==> src/rtl/hazard3_trigger_break_ctrl_pkg.sv <==
// Shared constants and types for the breakpoint/haltreq break controller.
// Combinational only: no latency, no state.
// No flow control: types and helpers only.
package hazard3_trigger_break_ctrl_pkg;

  // dcsr.cause encodings driven alongside a Debug-mode break
  localparam logic [2:0] DCSR_CAUSE_NONE    = 3'd0;
  localparam logic [2:0] DCSR_CAUSE_TRIGGER = 3'd2;
  localparam logic [2:0] DCSR_CAUSE_HALTREQ = 3'd3;

  typedef enum logic [1:0] {
    ST_IDLE    = 2'd0,
    ST_REQ     = 2'd1,
    ST_HANDLER = 2'd2,
    ST_SKIP    = 2'd3
  } brk_state_t;

  // Which source the pending/active break came from
  typedef enum logic [1:0] {
    SRC_NONE = 2'd0,
    SRC_D    = 2'd1,
    SRC_H    = 2'd2,
    SRC_M    = 2'd3
  } brk_src_t;

  // M-mode breaks carry no dcsr.cause
  function automatic logic [2:0] cause_of(brk_src_t s);
    case (s)
      SRC_D:   return DCSR_CAUSE_TRIGGER;
      SRC_H:   return DCSR_CAUSE_HALTREQ;
      default: return DCSR_CAUSE_NONE;
    endcase
  endfunction

endpackage

==> src/rtl/hazard3_priority_sel.sv <==
// Fixed-priority select among three break sources (hi > mid > lo).
// Latency: purely combinational, zero cycles.
// No backpressure: grants follow requests in the same cycle.
module hazard3_priority_sel (
  input  logic req_hi,
  input  logic req_mid,
  input  logic req_lo,
  output logic gnt_hi,
  output logic gnt_mid,
  output logic gnt_lo,
  output logic gnt_any
);

  // One-hot grant to the highest-priority active request
  always_comb begin
    gnt_hi  = req_hi;
    gnt_mid = req_mid & ~req_hi;
    gnt_lo  = req_lo & ~req_hi & ~req_mid;
    gnt_any = req_hi | req_mid | req_lo;
  end

endmodule

==> src/rtl/hazard3_trigger_break_ctrl.sv <==
// Arbitrates D-trigger / haltreq / M-trigger into one break request, records sticky hits, skips re-match after return.
// Latency: match in cycle n gives break_req in cycle n+1.
// Backpressure: break_req held until break_ack (or flush); matches arriving meanwhile are dropped.
module hazard3_trigger_break_ctrl
  import hazard3_trigger_break_ctrl_pkg::*;
#(
  parameter int BREAKPOINT_TRIGGERS = 4,
  parameter int W_ADDR              = 32
) (
  input  logic                           clk,
  input  logic                           rst,
  input  logic [BREAKPOINT_TRIGGERS-1:0] match_m,
  input  logic [BREAKPOINT_TRIGGERS-1:0] match_d,
  input  logic                           trig_m_en,
  input  logic                           pc_valid,
  input  logic [W_ADDR-1:0]              pc,
  input  logic                           d_mode,
  input  logic                           haltreq,
  input  logic                           flush,
  input  logic                           break_ack,
  input  logic                           mret,
  input  logic                           dret,
  input  logic                           instr_retire,
  input  logic [W_ADDR-1:0]              retire_pc,
  input  logic [BREAKPOINT_TRIGGERS-1:0] hit_clr,
  output logic                           break_req,
  output logic                           break_d_mode,
  output logic [2:0]                     break_cause,
  output logic [BREAKPOINT_TRIGGERS-1:0] hit
);

  brk_state_t                     state, state_nxt;
  brk_src_t                       src;
  logic [BREAKPOINT_TRIGGERS-1:0] vec;
  logic [W_ADDR-1:0]              skip_pc;

  logic                           skip_hit;
  logic                           pc_gate;
  logic [BREAKPOINT_TRIGGERS-1:0] md, mm;
  logic                           gnt_d, gnt_h, gnt_m, gnt_any;
  logic                           take;
  logic                           acked;

  // Qualify raw matches: nothing fires in Debug mode, and the PC just returned to is masked while skipping
  always_comb begin
    skip_hit = (state == ST_SKIP) && (pc == skip_pc);
    pc_gate  = pc_valid & ~d_mode & ~skip_hit;
    md       = match_d & {BREAKPOINT_TRIGGERS{pc_gate}};
    mm       = match_m & {BREAKPOINT_TRIGGERS{pc_gate & trig_m_en}};
  end

  hazard3_priority_sel u_sel (
    .req_hi  (|md),
    .req_mid (haltreq & ~d_mode),
    .req_lo  (|mm),
    .gnt_hi  (gnt_d),
    .gnt_mid (gnt_h),
    .gnt_lo  (gnt_m),
    .gnt_any (gnt_any)
  );

  // A new break can only be launched from IDLE or SKIP
  always_comb begin
    take  = gnt_any && ((state == ST_IDLE) || (state == ST_SKIP));
    acked = (state == ST_REQ) && break_ack;
  end

  // State register
  always_ff @(posedge clk or posedge rst) begin
    if (rst) state <= ST_IDLE;
    else     state <= state_nxt;
  end

  // Next-state: ack beats flush in REQ; each trigger source leaves HANDLER only on its own return
  always_comb begin
    state_nxt = state;
    case (state)
      ST_IDLE: if (take) state_nxt = ST_REQ;
      ST_REQ: begin
        if (break_ack)  state_nxt = ST_HANDLER;
        else if (flush) state_nxt = ST_IDLE;
      end
      ST_HANDLER: begin
        if (src == SRC_M) begin
          if (mret) state_nxt = ST_SKIP;
        end else if (dret) begin
          state_nxt = (src == SRC_H) ? ST_IDLE : ST_SKIP;
        end
      end
      ST_SKIP: begin
        if (take)
          state_nxt = ST_REQ;
        else if (flush || (instr_retire && (retire_pc == skip_pc)))
          state_nxt = ST_IDLE;
      end
      default: state_nxt = ST_IDLE;
    endcase
  end

  // Latch source, matching vector and PC on selection; sticky hits where set beats clear
  always_ff @(posedge clk or posedge rst) begin
    if (rst) begin
      src     <= SRC_NONE;
      vec     <= '0;
      skip_pc <= '0;
      hit     <= '0;
    end else begin
      if (take) begin
        skip_pc <= pc;
        if (gnt_d) begin
          src <= SRC_D;
          vec <= md;
        end else if (gnt_h) begin
          src <= SRC_H;
          vec <= '0;
        end else begin
          src <= SRC_M;
          vec <= mm;
        end
      end
      hit <= (hit & ~hit_clr) | (acked ? vec : '0);
    end
  end

  // Outputs: request fields are only meaningful while in REQ
  always_comb begin
    break_req    = (state == ST_REQ);
    break_d_mode = break_req && (src != SRC_M);
    break_cause  = break_req ? cause_of(src) : DCSR_CAUSE_NONE;
  end

endmodule

==> config.mk <==
export PLATFORM = sky130hd
export DESIGN_NAME = hazard3_trigger_break_ctrl
export DESIGN_NICKNAME = d
export VERILOG_FILES = /design/src/rtl/hazard3_trigger_break_ctrl_pkg.sv /design/src/rtl/hazard3_priority_sel.sv /design/src/rtl/hazard3_trigger_break_ctrl.sv
export SDC_FILE = /design/constraint.sdc
export NUM_CORES = 1
export LEC_CHECK = 0
export BUFFER_PORTS_ARGS = -buffer_cell sky130_fd_sc_hd__buf_4
export CAP_MARGIN = 40
export CORE_UTILIZATION = 50
export DETAILED_ROUTE_END_ITERATION = 16
export GPL_TIMING_DRIVEN = 0
export PLACE_DENSITY = 0.8
export RECOVER_POWER = 100
export SYNTH_ARGS = -nofsm -noshare
export SYNTH_HDL_FRONTEND = slang
export SYNTH_HIERARCHICAL = 1
export SYNTH_SLANG_ARGS = --single-unit
==> constraint.sdc <==
create_clock -name clk -period 4 [get_ports clk]
set_input_delay 0.4 -clock clk [delete_from_list [all_inputs] [get_ports clk]]
set_output_delay 0.4 -clock clk [all_outputs]
set_load 0.02 [all_outputs]
==> impl_metrics.env <==
export IMPL_fin_crit_sh=0.845
export IMPL_clk_latency_ns=0.31
export IMPL_clock_fmax_mhz=296
export IMPL_clkSlewWorstSetupHoldPaths_ns=0.08
export IMPL_tightest_slew_ns=1.93
export IMPL_fin_setup_tns_ns=0
export IMPL_drv_slew=36
export IMPL_postCtsSetupRepairBufs=0
export IMPL_antenna_found_initial=0
export IMPL_p_leak_nw=1.65
export IMPL_viasPerCell=5.20
export IMPL_drc_errors=0
export IMPL_cpMostUsedCell="clkbuf_1"
export IMPL_syn_area_mm2=0.00267
export IMPL_placed_area_mm2=0.00348
export IMPL_synth_cells=310
export IMPL_maxSlewHeadroom=-0.284
export IMPL_hold_ws_ns=0.0774
export IMPL_cts_buffer_depth=2
export IMPL_combPwrFrac=0.465
export IMPL_clockPowerShare=0.140
export IMPL_seqPwrFrac=0.395
export IMPL_switchingPower_mw=0.879
export IMPL_p_int_mw=1.22
export IMPL_crit_path_max_incr_delay_ns=0.48
export IMPL_worstSetupPathType="flop to flop"
export IMPL_cts_tree="built"
export IMPL_skew_ns=0.00715
export IMPL_htree_num_levels=2
export IMPL_finalWorstPathRequiredPeriod_ns=3.38
export IMPL_grt_max_degree=36
export IMPL_port_buffer_count=94
export IMPL_die_area_mm2=0.00564
export IMPL_cts_resized=0
export IMPL_cts_root_buf="clkbuf_8"
export IMPL_violations="max-capacitance violations, max-slew violations"
export IMPL_peakVddDrop_v=0.000305
export IMPL_io_pins=96
export IMPL_antenna_left=0
export IMPL_run_status="finished, violations left"
export IMPL_post_dp_hpwl_mm=5.45
export IMPL_diodes=0
export IMPL_cts_hold_buf=0
export IMPL_r2r_slack_ns=0.62
export IMPL_max_cap_violations=1
export IMPL_cp_data_arrival_time_ns=3.55
export IMPL_grt_ovfl_total=0
export IMPL_rsz0062_at_grt="no"
export IMPL_drt_iter0_drc=129
export IMPL_fp_dieH_um=75.1
export IMPL_wire_per_inst_um=14.2
export IMPL_row_count=26
export IMPL_num_vias=2510
export IMPL_crit_required_ns=4.17
export IMPL_dr_pass1_iters=5
export IMPL_p_per_area_mw_per_mm2=597
export IMPL_grt_pass1_wl_mm=10.7
export IMPL_die_w_um=75.1
export IMPL_syn_num_nets=404
export IMPL_grt_total_usage=0.260
export IMPL_start_util=0.519
export IMPL_crit_chain="xnor2_1 > nand4_1 > nor4_1 > and4_1 > clkbuf_1 > nor2_1 > or3_1 > nand2b_1 > clkbuf_1 > clkbuf_1 > a21oi_1"
export IMPL_setup_violations=0
export IMPL_yosysWarnings=6
export IMPL_gp_congestion=0.845
export IMPL_area_growth_pct=31.9
export IMPL_stdcell_area_mm2=0.00352
export IMPL_crit_fanout=10
export IMPL_numCtsBuffers=5
export IMPL_endpoint_kind="flop"
export IMPL_r2r_cells=11
export IMPL_clock_sinks=44
export IMPL_worst_path_max_delay_cell="clkbuf_1"
export IMPL_hp_class="input port to asynchronous set/reset pin"
export IMPL_layout_nets=506
export IMPL_drive_above_1_share=0.232
export IMPL_cp_start_kind="flop"
export IMPL_grt_pass1_vias=2341
export IMPL_core_area_mm2=0.00514
export IMPL_swShare=0.418
export IMPL_final_hold_viol_count=0
export IMPL_final_common_cell="nand2_1"
export IMPL_syn_avg_cell_area_um2=8.61
export IMPL_wl_mm=6.86
export IMPL_final_cell_mix="96 x nand2_1, 87 x buf_4, 53 x xnor2_1, 44 x dfrtp_1, 18 x clkbuf_1"
==> critical path: cells and delay by family (launching register included) <==
family,cells,cell delay [ns]
AO/OA/AOI/OAI,1,0.14
AND/OR/NAND/NOR,6,1.37
flip-flops,1,0.41
buffers and inverters,3,1.08
XOR/XNOR,1,0.25
==> stage by stage <==
step / std cells / setup slack, ns / util / total power [mW]
global route: 483 / 0.259 / 0.685 / 2.26
detailed placement: 475 / 0.575 / 0.678 / 1.84
global placement: 474 / 0.649 / 0.674 / 1.78
floorplan: 310 / 1.22 / - / 1.51
finish: 483 / 0.622 / 0.685 / 2.10
CTS: 483 / 0.665 / 0.696 / 2.14
==> area by class of cell <==
class                           instances  area, um^2
Buffer                                 12        52.6
Clock buffer                            6        82.6
Clock inverter                          2        10.0
Fill cell                             447        1620
Inverter                               13        48.8
Multi-Input combinational cell        241        1460
Sequential cell                        44        1100
Tap cell                               70        87.6
Timing Repair Buffer                   95         679
==> metal layers <==
metal	global-route usage	wire, um	vias up
met1	0.344	2950	1194
met3	0.0535	424	11
met4	0.105	85	0
li1	-	-	1222
met2	0.416	3400	83
met5	0	0	-
==> state kept, by name, indices dropped and copies added, names as in the netlist <==
name and cells:
hit 4, skip_pc 32, src 2, state 2
vec 4
==> final timing paths <==
| kind | from | to |
|---|---|---|
| max | skip_pc[12]$_DFFE_PP0P_ | src[0]$_DFFE_PP0P_ |
| min | rst | skip_pc[5]$_DFFE_PP0P_ |
| max reg2reg | skip_pc[12]$_DFFE_PP0P_ | src[0]$_DFFE_PP0P_ |
| min reg2reg | vec[2]$_DFFE_PP0P_ | vec[2]$_DFFE_PP0P_ |
| max in group asynchronous | rst | skip_pc[8]$_DFFE_PP0P_ |
| min in group clk | hit_clr[1] | hit[1]$_DFF_PP0_ |
==> power groups by stage <==
stage	Combinational, mW	Clock, mW	Sequential [mW]
final	0.977	0.295	0.831
after global routing	1.09	0.314	0.854
after global placement	0.960	0	0.824
after floorplan	0.713	0	0.797
after CTS	1.01	0.297	0.829
after detailed placement	1.00	0	0.837
(Power assumes the default switching activity.)
